===== src/rtl/serial_byte_assembler.sv =====
// rtl/serial_byte_assembler.sv - serial-to-parallel byte assembler with header flag and framing error
// Collects data_ena-qualified serial bits into bytes and pulses byte_assembled per completed byte.
module serial_byte_assembler #(
    parameter logic [7:0] HDR_A     = 8'hA5,
    parameter logic [7:0] HDR_B     = 8'hC3,
    parameter bit         MSB_FIRST = 1'b1
) (
    input  logic       clk_50,
    input  logic       reset,
    input  logic       serial_data,
    input  logic       data_ena,
    output logic [7:0] data_byte,
    output logic       byte_assembled,
    output logic       a5_or_c3,
    output logic       frame_err
);

    typedef enum logic [0:0] {
        IDLE  = 1'b0,
        SHIFT = 1'b1
    } state_t;

    state_t      state_q, state_d;
    logic [2:0]  bit_cnt_q, bit_cnt_d;
    logic [7:0]  shift_q, shift_d;
    logic [7:0]  data_byte_q, data_byte_d;
    logic        byte_assembled_q, byte_assembled_d;
    logic        a5_or_c3_q, a5_or_c3_d;
    logic        frame_err_q, frame_err_d;

    logic [7:0]  shift_next;
    logic [7:0]  first_bit;
    logic        is_header;

    // Shift register contents including the bit sampled on this edge.
    always_comb begin
        shift_next = 8'h00;
        first_bit  = 8'h00;
        if (MSB_FIRST) begin
            shift_next = {shift_q[6:0], serial_data};
            first_bit  = {7'b0, serial_data};
        end else begin
            shift_next = {serial_data, shift_q[7:1]};
            first_bit  = {serial_data, 7'b0};
        end
    end

    assign is_header = (shift_next == HDR_A) || (shift_next == HDR_B);

    always_comb begin
        state_d          = state_q;
        bit_cnt_d        = bit_cnt_q;
        shift_d          = shift_q;
        data_byte_d      = data_byte_q;
        byte_assembled_d = 1'b0;
        a5_or_c3_d       = 1'b0;
        frame_err_d      = 1'b0;

        case (state_q)
            IDLE: begin
                if (data_ena) begin
                    state_d   = SHIFT;
                    shift_d   = first_bit;
                    bit_cnt_d = 3'd1;
                end
            end
            SHIFT: begin
                if (data_ena) begin
                    shift_d   = shift_next;
                    bit_cnt_d = bit_cnt_q + 3'd1;
                    // Eighth bit: publish the byte and stay in SHIFT for back-to-back data.
                    if (bit_cnt_q == 3'd7) begin
                        data_byte_d      = shift_next;
                        byte_assembled_d = 1'b1;
                        a5_or_c3_d       = is_header;
                    end
                end else begin
                    state_d     = IDLE;
                    bit_cnt_d   = 3'd0;
                    shift_d     = 8'h00;
                    frame_err_d = (bit_cnt_q != 3'd0);
                end
            end
            default: begin
                state_d   = IDLE;
                bit_cnt_d = 3'd0;
                shift_d   = 8'h00;
            end
        endcase
    end

    always_ff @(posedge clk_50) begin
        if (reset) begin
            state_q          <= IDLE;
            bit_cnt_q        <= 3'd0;
            shift_q          <= 8'h00;
            data_byte_q      <= 8'h00;
            byte_assembled_q <= 1'b0;
            a5_or_c3_q       <= 1'b0;
            frame_err_q      <= 1'b0;
        end else begin
            state_q          <= state_d;
            bit_cnt_q        <= bit_cnt_d;
            shift_q          <= shift_d;
            data_byte_q      <= data_byte_d;
            byte_assembled_q <= byte_assembled_d;
            a5_or_c3_q       <= a5_or_c3_d;
            frame_err_q      <= frame_err_d;
        end
    end

    assign data_byte      = data_byte_q;
    assign byte_assembled = byte_assembled_q;
    assign a5_or_c3       = a5_or_c3_q;
    assign frame_err      = frame_err_q;

endmodule


===== config.mk =====
export PLATFORM = sky130hd
export DESIGN_NAME = serial_byte_assembler
export DESIGN_NICKNAME = d
export VERILOG_FILES = /design/src/rtl/serial_byte_assembler.sv
export SDC_FILE = /design/constraint.sdc
export NUM_CORES = 1
export LEC_CHECK = 0
export BUFFER_PORTS_ARGS = -buffer_cell sky130_fd_sc_hd__clkbuf_2
export CORE_MARGIN = 4
export CORE_UTILIZATION = 48
export DETAILED_ROUTE_END_ITERATION = 12
export GPL_TIMING_DRIVEN = 0
export PLACE_DENSITY = 0.72
export SLEW_MARGIN = 20
export SYNTH_ARGS = -nofsm -noshare
export SYNTH_HDL_FRONTEND = slang
export SYNTH_SLANG_ARGS = --single-unit

===== constraint.sdc =====
create_clock -name clk_50 -period 1.55 [get_ports clk_50]
set_clock_uncertainty 0.2 [all_clocks]
set_input_delay 0.2325 -clock clk_50 [delete_from_list [all_inputs] [get_ports clk_50]]
set_output_delay 0.2325 -clock clk_50 [all_outputs]
set_load 0.01 [all_outputs]

== Word level (Yosys, flattened, before mapping) ==
Cells that the tools add are included.

* Register bits: 22
* Bits in latches: 0
* RAM bits: 0
* Bits in read-only memories: 0
* Bits of input ports: 4
* Output and inout bits: 11
* Word-level logic and storage cells: 29
* Memories kept: 0

* Add/sub/neg operators: 1
* Multiply operators: 0
* Divide/modulo/power cells: 0
* Order comparisons: 0
* Equality and inequality tests: 4
* Shift operators: 0
* Muxes and demuxes: 8
* Bitwise logic cells: 3
* Reductions and logical operators: 6

{| class="wikitable"
|+ Operators with widths
! cell !! number
|-
| equality test 8 bit, second input constant || 2
|-
| 2-to-1 mux 7 bit || 2
|-
| case mux 7 bit (2 select lines) || 1
|-
| 2-to-1 mux 3 bit || 2
|-
| case mux 3 bit (2 select lines) || 1
|-
| OR reduction 3 bit || 2
|-
| OR reduction 4 bit || 1
|-
| adder 3 x 1 -> 3 bit, second input constant || 1
|-
| equality test 3 bit, second input constant || 1
|-
| inverter 1 bit || 3
|-
| AND reduction 3 bit || 1
|-
| nonzero test 3 bit || 1
|-
| 2-to-1 mux 1 bit || 2
|-
| != test 2 bit, second input constant || 1
|-
| logical OR 1 bit || 1
|}

== Depth between registers and ports, before layout ==
Gate-level depths: netlist (run 1).

* Depth after elaboration: 3
* Gate-level depth with buffers: 5
* Mapped depth without buffers: 4

== Least setup slack after synthesis (run 1) ==
No wires, ideal clock.

* Path type: flip-flop to flip-flop
* Start point: register bit_cnt_q[0]
* End point: register data_byte_q[0], in the netlist data_byte[0]
* Setup time: 0.120 ns
* Data arrival time: 1.123 ns
* Data required time: 1.230 ns
* Slack: 0.107 ns
* Cell stages (with the launch flop): 6
* Buffers on the path: 1
* Period minus slack after synthesis: 1.443 ns
* Path through: dfxtp_1 ha_1 ha_1 and3_1 buf_4 mux2i_1

* Word-level cells in the longest chain between the ends: 2

{| class="wikitable"
|+ Ends and longest elaborated chain
! element !! RTL line !! source
|-
| from (decl) || 24 || <nowiki>logic [2:0] bit_cnt_q, bit_cnt_d;</nowiki>
|-
| from (signal assigned) || 103 || <nowiki>bit_cnt_q <= bit_cnt_d;</nowiki>
|-
| equality test 3 bit || 72 || <nowiki>if (bit_cnt_q == 3'd7) begin</nowiki>
|-
| AND reduction 3 bit (no source line) || - ||
|-
| to (signal assigned) || 105 || <nowiki>data_byte_q <= data_byte_d;</nowiki>
|-
| to (decl) || 26 || <nowiki>logic [7:0] data_byte_q, data_byte_d;</nowiki>
|}

Every way passes these cells.
A chain may end at the register's enable or synchronous reset.

== Worst setup path in the final report (run 1) ==
* Start point: register bit_cnt_q[0]
* End point: register data_byte_q[4], in the netlist data_byte[4]

The elaborated chain is that of the path after synthesis.

==> results of run 1 <==
metal layers:
metal	GRT usage (%)	vias up	wire (um)
li1	-	380	-
met1	17.35	345	822
met2	25.31	18	866
met3	2.535	5	94
met4	9.362	0	42
met5	0	-	0
Yosys cell counts (all sizes together):
master,instances,area [sq um]
or3b,9,78.83
and3,1,6.260
inv,2,7.510
nor2b,2,12.51
nand4bb,3,33.78
a2111oi,1,15.01
nand2,1,3.750
nand3,9,45.04
clkbuf,1,3.750
buf,7,48.79
a21oi,9,45.04
mux2i,8,80.08
nor4b,1,8.760
nor2,2,7.510
ha,3,37.54
nand2b,16,100.1
dfxtp,22,440.4
a211oi,1,7.510
cell type report:
cell class / count / area, sq um
sequential: 22 / 442.9
timing repair buffer: 17 / 97.59
multi-input combinational: 66 / 486.7
buffer: 8 / 60.06
fill: 194 / 810.8
inverter: 2 / 7.507
clock buffer: 3 / 22.52
tap: 27 / 33.78
worst min-delay path: stages:
cell and delay (ps):
clkbuf_2 130, or3b_1 120, a21oi_1 50
power by group:
group          switching [mW]  internal [mW]  total [mW]  leakage, nW
Clock                   0.158         0.0907       0.248       0.0138
Combinational          0.0349         0.0314      0.0663        0.222
Sequential            0.00532          0.571       0.577        0.179
Total                   0.198          0.694       0.892        0.414
sequential cells by signal, indices dropped and copies added (netlist names):
| register | cells |
|---|---|
| state_q | 1 |
| frame_err | 1 |
| shift_q | 7 |
| data_byte | 8 |
| a5_or_c3 | 1 |
| bit_cnt_q | 3 |
| byte_assembled | 1 |
timing repair:
item / CTS / global route
buffers inserted: 0 / 1
endpoints found under the hold margin: 2 / 0
resized for setup: 0 / 5
hold buffers: 2 / 0
endpoints found under the setup margin: 0 / 8
per-stage QoR:
stage                     instance area [sq um]  utilization (%)  total power, mW  setup WS [ps]
after floorplan                           982.2                -           0.6302          107.0
after global placement                     1086            55.36           0.6472          39.89
after detailed placement                   1086            55.36           0.6483          23.04
after CTS                                  1129            57.53           0.8998          8.832
after global routing                       1151            58.67           0.9231          13.22
final                                      1151            58.67           0.8916          86.33
kinds of logic after synthesis:
| logic type | count (synthesis) |
|---|---|
| AO/OA/AOI/OAI | 11 |
| flip-flops | 22 |
| adder cells (fa/ha/maj) | 3 |
| AND/OR/NAND/NOR | 44 |
| multiplexers | 8 |
| buffers and inverters | 10 |
worst max-delay path by stage:
stage,to,slack (ps),depth (start not counted)
floorplan,data_byte[0],110,5
global placement,data_byte[4],40,5
detailed placement,data_byte[5],20,5
CTS,data_byte[4],9,5
global route,data_byte[3],10,5
finish,data_byte[4],90,5
==> impl_metrics.yaml, run 1 <==
synthesis:
  synth_xor_area_share_pct: 0
  syn_avg_cell_area_sq_um: 10.02
  synth-seq-cells: 22
  syn_area_sq_um: 982.2
  seq_area_frac_synth_pct: 44.84
  yosys.area_share.simple_pct: 30.19
  post_synth_fa_ha_maj_area_fraction_pct: 3.822
  synth_cells: 98
  synth_compound_area_share_pct: 6.879
  yosys_warnings: 0
  synth_top_family_by_area: "simple AND/OR/NAND/NOR gates"
  synthesis.nets: 105
  synth_mux_area_share_pct: 8.153
  yosysUniqueCellTypes: 20
place:
  gp_congestion: 0.6749
  portBuffers: 14
  hpwl_um: 1280
  dp_cells: 139
worst_setup_path:
  critPathKind: "register to register"
  cp_top_family: "adder cells"
  cp-end-kind: "register"
  worstPathCellList: "ha_1, ha_1, and3_4, buf_8, mux2i_1"
  critical_path.max_stage_delay_ps: 340
  timing.rr.start: "bit_cnt_q[0]"
  worstSetupStartpoint: "bit_cnt_q[0]"
  critical_path_arrival_ps: 1460
  cp-start-kind: "register"
  path_buf_inv: 1
  timing.rr.end: "data_byte[4]"
  path_max_fanout: 8
  cp.required_ps: 1550
  rr_worst_depth: 5
  r2r_slack_ps: 90
  slowest_stage: "dfxtp_2"
  cpMostUsedCell: "ha_1"
floorplanning:
  die_y_um: 53.24
  row_count: 16
  initial_core_util_pct: 50.06
  io_pins: 15
  dieArea_sq_um: 2834
  die_w_um: 53.24
  coreArea_sq_um: 1962
routing:
  firstDrtPassIters: 4
  drc: 0
  wl_um: 1826
  wire_per_inst_um: 12.59
  antenna_left: 0
  drtIter0Drc: 6
  via_per_inst: 5.159
  vias: 748
clocking:
  cts_tree: "yes"
  cts_max_level: 1
  ctsRootBufferMaster: "clkbuf_4"
  numClockSinks: 22
  clock_path_buffers: 2
  clkLatencyLatePin_ps: 300
  cts.reportedPaths.clkPinSlew_ps: 110
  cts_made_buffers: 3
grt:
  grt_usage_pct: 15.02
  grt_pass1_vias: 728
  antenna_found_initial: 0
  grt_pass1_wl_um: 3029
  overflow: 0
  grt_max_degree: 12
power:
  p_per_area_nw_per_um2: 774.6
  power.leakage_nw: 0.4143
  ir_worst_vdd_uv: 412.5
sta:
  slew_headroom_pct: 81.09
  setup_viol: 0
  fin_setup_tns_ps: 0
  period_needed_ps: 1464
  worstMarginPinSlew_ps: 283.6
  rsz0062_at_grt: "false"
  drv_slew: 0
  fmax_mhz: 683.2
  hold_slack_ps: 70.55
  hold_viol_final: 0
  timing.final.crit_share_pct: 94.43
layout:
  antenna_cells: 0
  area_growth_syn_to_layout_pct: 17.20
  drive_gt1_share_pct: 24.58
  final_cells: 145
  mostFrequentLayoutCell: "dfxtp_1"
  nets: 127
  final_cell_mix: "dfxtp_1, nand2b_1, clkbuf_2"
min_path:
  hold_end: "shift_q[1]"
  min_from: "data_ena"
  whs_path_depth: 3
  hold_path.class: "primary input to register"
job:
  maxCapViolCount: 0
outcome:
  status: "complete, no violations"
No activity file was read; power rests on OpenSTA's default activity.
==> run 2: changes to the inputs <==
- CORE_UTILIZATION: 48 -> 55
- PLACE_DENSITY: 0.72 -> 0.78
- RECOVER_POWER: not set -> 100
- clock period: 1.55 -> 1.9 ns (I/O delays scaled with it)
==> run 2 against run 1 <==
Effect of this change: die area shrank 11%; wire length is 2.0% lower; critical path depth unchanged; design area decreased by 5.1%; via count shrank 1.6%; non-clock buffer count decreased by 3; sequential power fell by 19%; utilization rose by 5.3 points.
==> impl_metrics.yaml, run 2 (synthesized netlist as in run 1, its figures left out) <==
floorplanning:
  die_w_um: 50.26
  io_pins: 15
  row_count: 15
  coreArea_sq_um: 1708
  die_y_um: 50.26
  dieArea_sq_um: 2526
  initial_core_util_pct: 57.51
routing:
  wl_met2_um: 880
  wl_met3_um: 72
  wl_met1_um: 820
  antenna_left: 0
  drtIter0Drc: 18
  vias: 736
  firstDrtPassIters: 4
  via_per_inst: 5.220
  top_layer: "met4"
  wire_per_inst_um: 12.70
  wl_um: 1790
  drc: 0
min_path:
  hold_path.class: "primary input to register"
sta:
  worstMarginPinSlew_ps: 387.5
  fin_setup_tns_ps: 0
  slew_headroom_pct: 73.50
  period_needed_ps: 1631
  setup_viol: 0
  rsz0062_at_grt: "false"
  fmax_mhz: 613.1
  drv_slew: 0
  timing.final.crit_share_pct: 85.85
  hold_viol_final: 0
layout:
  mostFrequentLayoutCell: "dfxtp_1"
  multi_input_area_sq_um: 475.5
  largest_register_ffs: 8
  final_cells: 141
  fillers: 164
  antenna_cells: 0
  area_growth_syn_to_layout_pct: 11.21
  drive_gt1_share_pct: 10.34
  final_cell_mix: "dfxtp_1, nand2b_1, clkbuf_1"
  nets: 124
  regArea_sq_um: 440.4
clocking:
  cts_setup_buffers: 0
  cts_made_buffers: 3
  cts_tree: "yes"
  numClockSinks: 22
  clock_path_buffers: 2
  ctsResizeCount: 0
  cts.reportedPaths.clkPinSlew_ps: 120
  hold_buffers: 0
  clkLatencyLatePin_ps: 300
  ctsRootBufferMaster: "clkbuf_4"
  cts_max_level: 1
power:
  p_sw_uw: 167.0
  intPower_uw: 602.7
  power.leakage_nw: 0.3614
  sw_frac_of_total_pct: 21.70
  p_per_area_nw_per_um2: 704.7
  power_uw: 769.7
  ir_worst_vdd_uv: 406.8
  power.share.sequential_pct: 61.1
  power_frac_clock_pct: 32.8
  pwr-share-comb_pct: 6.1
job:
  maxCapViolCount: 0
grt:
  grt_max_degree: 13
  grt_pass1_vias: 671
  overflow: 0
  antenna_found_initial: 0
  grt_pass1_wl_um: 3022
  grt_usage_pct: 15.76
place:
  dp_cells: 137
  portBuffers: 14
  hpwl_um: 1276
  gp_congestion: 0.6968
worst_setup_path:
  critical_path_arrival_ps: 1670
  cp-end-kind: "register"
  path_max_fanout: 8
  cp.required_ps: 1930
  critPathKind: "register to register"
  cp-start-kind: "register"
outcome:
  status: "complete, no violations"
## run 2: cell types whose count changed in the layout (fill, tap and decap cells not counted), moves of 2 or more
| cell | delta |
|---|---|
| dfxtp_2 | -2 |
| clkbuf_1 | +13 |
| dfxtp_1 | +2 |
| clkbuf_2 | -10 |
| dlygate4sd3_1 | -2 |
| buf_4 | -2 |
## run 2: power by group through the flow
| stage | clock network (mW) | logic [mW] | registers [mW] |
|---|---|---|---|
| floorplan | 0 | 0.0345 | 0.480 |
| global placement | 0 | 0.0477 | 0.480 |
| detailed placement | 0 | 0.0490 | 0.481 |
| CTS | 0.258 | 0.0493 | 0.471 |
| global route | 0.278 | 0.0536 | 0.472 |
| finish | 0.252 | 0.0472 | 0.470 |
## run 2: path summary, 6_finish.rpt
path | from | endpoint | slack, ps | depth (start not counted)
worst max-delay path | bit_cnt_q[0] | data_byte[0] | 270 | 5
worst min-delay path | reset | data_byte[2] | 50 | 3
worst max register to register | bit_cnt_q[0] | data_byte[0] | 270 | 5
worst min register to register | data_byte[2] | data_byte[2] | 280 | 2
## run 2: critical path, cell delays in order, from the launching register on
cell and delay, ps:
dfxtp_1 400, ha_1 170, ha_1 160, and3_1 150
clkbuf_2 260, mux2i_1 220
## run 2: per-layer routing
layer  vias to the layer above  track usage [%]
met4                         0            8.295
met5                         -                0
met3                         2            2.967
li1                        375                -
met2                        14            25.00
met1                       345            20.07
## run 2: final cells by class
type / count / area share [%]
inverter: 2 / 0.6873
multi-input combinational: 66 / 43.53
buffer: 8 / 4.124
timing repair buffer: 14 / 5.155
clock buffer: 4 / 3.322
tap: 25 / 2.864
sequential: 22 / 40.32
## run 2: per-stage QoR
stage / setup WS (ps) / utilization [%] / hold slack [ps] / cell area, sq um
3_5_place_dp: 362.8 / 63.44 / 260.3 / 1084
3_3_place_gp: 390.5 / 63.44 / 256.4 / 1084
2_1_floorplan: 457.0 / - / 221.0 / 982.2
5_1_grt: 156.5 / 63.96 / 52.11 / 1092
6_report: 268.9 / 63.96 / 54.12 / 1092
4_1_cts: 353.3 / 65.57 / 53.35 / 1120
==> run 3: changes to the inputs <==
- ABC_AREA: not set -> 1
- PLACE_DENSITY: 0.78 -> 0.79
==> run 3 against run 2 <==
Effect of this change: via count fell by 4.6%; maximum frequency up 1.9%; cell count down 2.1%; largest power group unchanged; critical path type unchanged.
==> impl_metrics.yaml, run 3 <==
synthesis:
  synthTopCellsByCount: "nand2_1, dfxtp_1, inv_1"
  synth_compound_area_share_pct: 13.42
  synth_cells: 105
  yosys.area_share.simple_pct: 23.60
  synth-seq-cells: 22
  seq_area_frac_synth_pct: 51.92
  synth_xor_area_share_pct: 0
  synthFlopType: "dfxtp_1"
  synthesis.nets: 112
  yosysUniqueCellTypes: 20
  yosys_warnings: 0
  synth-async-reset-ratio_pct: 0
  synth_mux_area_share_pct: 0
  ys_top_cells_by_area: "dfxtp_1, nand2_1, a21oi_1"
  syn_avg_cell_area_sq_um: 8.079
  synth-edff-count: 0
  synth_top_area_share_pct: 51.92
  yosysMostFrequentCell: "nand2_1"
  synth_top_family_by_area: "simple AND/OR/NAND/NOR gates"
  synth_top_cell_by_area: "dfxtp_1"
  post_synth_fa_ha_maj_area_fraction_pct: 4.425
  syn_area_sq_um: 848.3
grt:
  overflow: 0
  grt_usage_pct: 17.08
  antenna_found_initial: 0
  grt_pass1_vias: 618
  grt_pass1_wl_um: 2656
  grt_max_degree: 14
job:
  maxCapViolCount: 0
sta:
  period_needed_ps: 1601
  setup_slack_ps: 298.9
  timing.final.crit_share_pct: 84.27
  slew_headroom_pct: 63.64
  setup_viol: 0
  hold_viol_final: 0
  rsz0062_at_grt: "false"
  worstMarginPinSlew_ps: 543.5
  fmax_mhz: 624.6
  fin_setup_tns_ps: 0
  drv_slew: 0
  hold_slack_ps: 11.55
layout:
  drive_gt1_share_pct: 8.130
  mostFrequentLayoutCell: "nand2_1"
  nets: 131
  largest_register_ffs: 8
  final_cell_mix: "nand2_1, dfxtp_1, clkbuf_1"
  area_growth_syn_to_layout_pct: 13.27
  antenna_cells: 0
  stdcell_area_sq_um: 960.9
clocking:
  clock_path_buffers: 2
  cts_setup_buffers: 0
  numClockSinks: 22
  cts.reportedPaths.clkPinSlew_ps: 120
  clkLatencyLatePin_ps: 310
  cts_max_level: 1
  ctsResizeCount: 0
  cts_made_buffers: 3
  cts_tree: "yes"
  ctsRootBufferMaster: "clkbuf_4"
  hold_buffers: 0
worst_setup_path:
  cpMostUsedCell: "ha_1"
  critPathKind: "register to register"
  critical_path.max_stage_delay_ps: 400
  cp-start-kind: "register"
  cp-end-kind: "register"
  worstPathCellList: "ha_1, ha_1, inv_1, nor2_1, nand2_2, o21ai_0"
  path_max_fanout: 8
  cp.required_ps: 1940
  slowest_stage: "dfxtp_1"
  critical_path_arrival_ps: 1640
  cp_top_family: "flip-flops"
  path_buf_inv: 1
power:
  power_uw: 860.3
  power_frac_clock_pct: 41.7
  ir_worst_vdd_uv: 567.6
  pwr-share-comb_pct: 3.6
  p_per_area_nw_per_um2: 895.3
  p_sw_uw: 171.7
  intPower_uw: 688.6
  sw_frac_of_total_pct: 19.96
  power.share.sequential_pct: 54.7
  power.leakage_nw: 0.4072
routing:
  drtIter0Drc: 23
  wire_per_inst_um: 11.14
  wl_um: 1538
  vias: 702
  antenna_left: 0
  firstDrtPassIters: 4
  drc: 0
  via_per_inst: 5.087
place:
  hpwl_um: 1098
  gp_congestion: 0.7663
  placed_area_sq_um: 937.1
  post-place-ws_ps: 431.7
  portBuffers: 14
floorplanning:
  initial_core_util_pct: 61.36
  io_pins: 15
  coreArea_sq_um: 1383
  dieArea_sq_um: 2235
  row_count: 13
  die_w_um: 47.28
  die_y_um: 47.28
min_path:
  hold_path.class: "primary input to register"
outcome:
  status: "complete, no violations"
## run 3: cell types whose count changed in the layout (fill, tap and decap cells not counted), sizes merged, moves of 2 or more
cell     previous run  this run
nand2               1        29
nand2b             16         0
inv                 2        13
or3b                9         0
mux2i               8         0
nor2                2         9
o21ai               0         7
buf                 4         0
clkbuf             22        18
nand4bb             3         0
nand3               9         7
nor2b               2         0
o21bai              0         2
## run 3: final cells by class
| cell class | instances | area [sq um] |
|---|---|---|
| fillers | 123 | 421.7 |
| well taps | 15 | 18.77 |
| flip-flops and latches | 22 | 440.4 |
| plain buffers | 1 | 3.754 |
| inverters | 14 | 52.55 |
| multi-input cells | 68 | 337.8 |
| clock buffers | 3 | 22.52 |
| clock inverters | 1 | 30.03 |
| repair buffers | 14 | 55.05 |
## run 3: final timing paths
kind                                    from            to  slack, ps  cells past startpoint
worst min-delay path                data_ena     frame_err         10                      2
worst max register to register  bit_cnt_q[0]  data_byte[6]        300                      6
worst min register to register    shift_q[2]    shift_q[3]        280                      2
worst max-delay path            bit_cnt_q[0]  data_byte[6]        300                      6
## run 3: power groups by stage
stage | clock [mW] | combinational, mW | sequential [mW]
5_1_grt | 0.383 | 0.0354 | 0.472
2_1_floorplan | 0 | 0.0205 | 0.480
6_report | 0.358 | 0.0309 | 0.471
4_1_cts | 0.361 | 0.0323 | 0.471
3_5_place_dp | 0 | 0.0318 | 0.481
3_3_place_gp | 0 | 0.0313 | 0.481
## run 3: worst register-to-register path: cells and delay by family (launching register included)
| kind | cells | cell delay [ps] |
|---|---|---|
| fa+ha+maj | 2 | 360 |
| simple gates | 2 | 350 |
| flops | 1 | 400 |
| buf+inv | 1 | 50 |
| compound gates | 1 | 170 |
## run 3: cells by family (layout without fill, tap and decap cells)
group | count (synthesis) | in the layout
and+or+nand+nor | 45 | 45
DFF | 22 | 22
AOI/OAI and AO/OA | 20 | 20
buffers and inverters | 15 | 33
adders and majority gates | 3 | 3
## run 3: routing by layer
metal	track usage [%]	vias to the layer above	wire [um]
met1	22.69	310	769
met3	3.448	5	95
li1	-	370	-
met4	8.287	0	35
met2	26.20	17	638
met5	0	-	0
## run 3: through the flow
step | util, % | instances
after floorplan | - | 105
after global placement | 67.78 | 134
after detailed placement | 67.78 | 134
after CTS | 71.58 | 138
after global routing | 69.50 | 138
final | 69.50 | 138
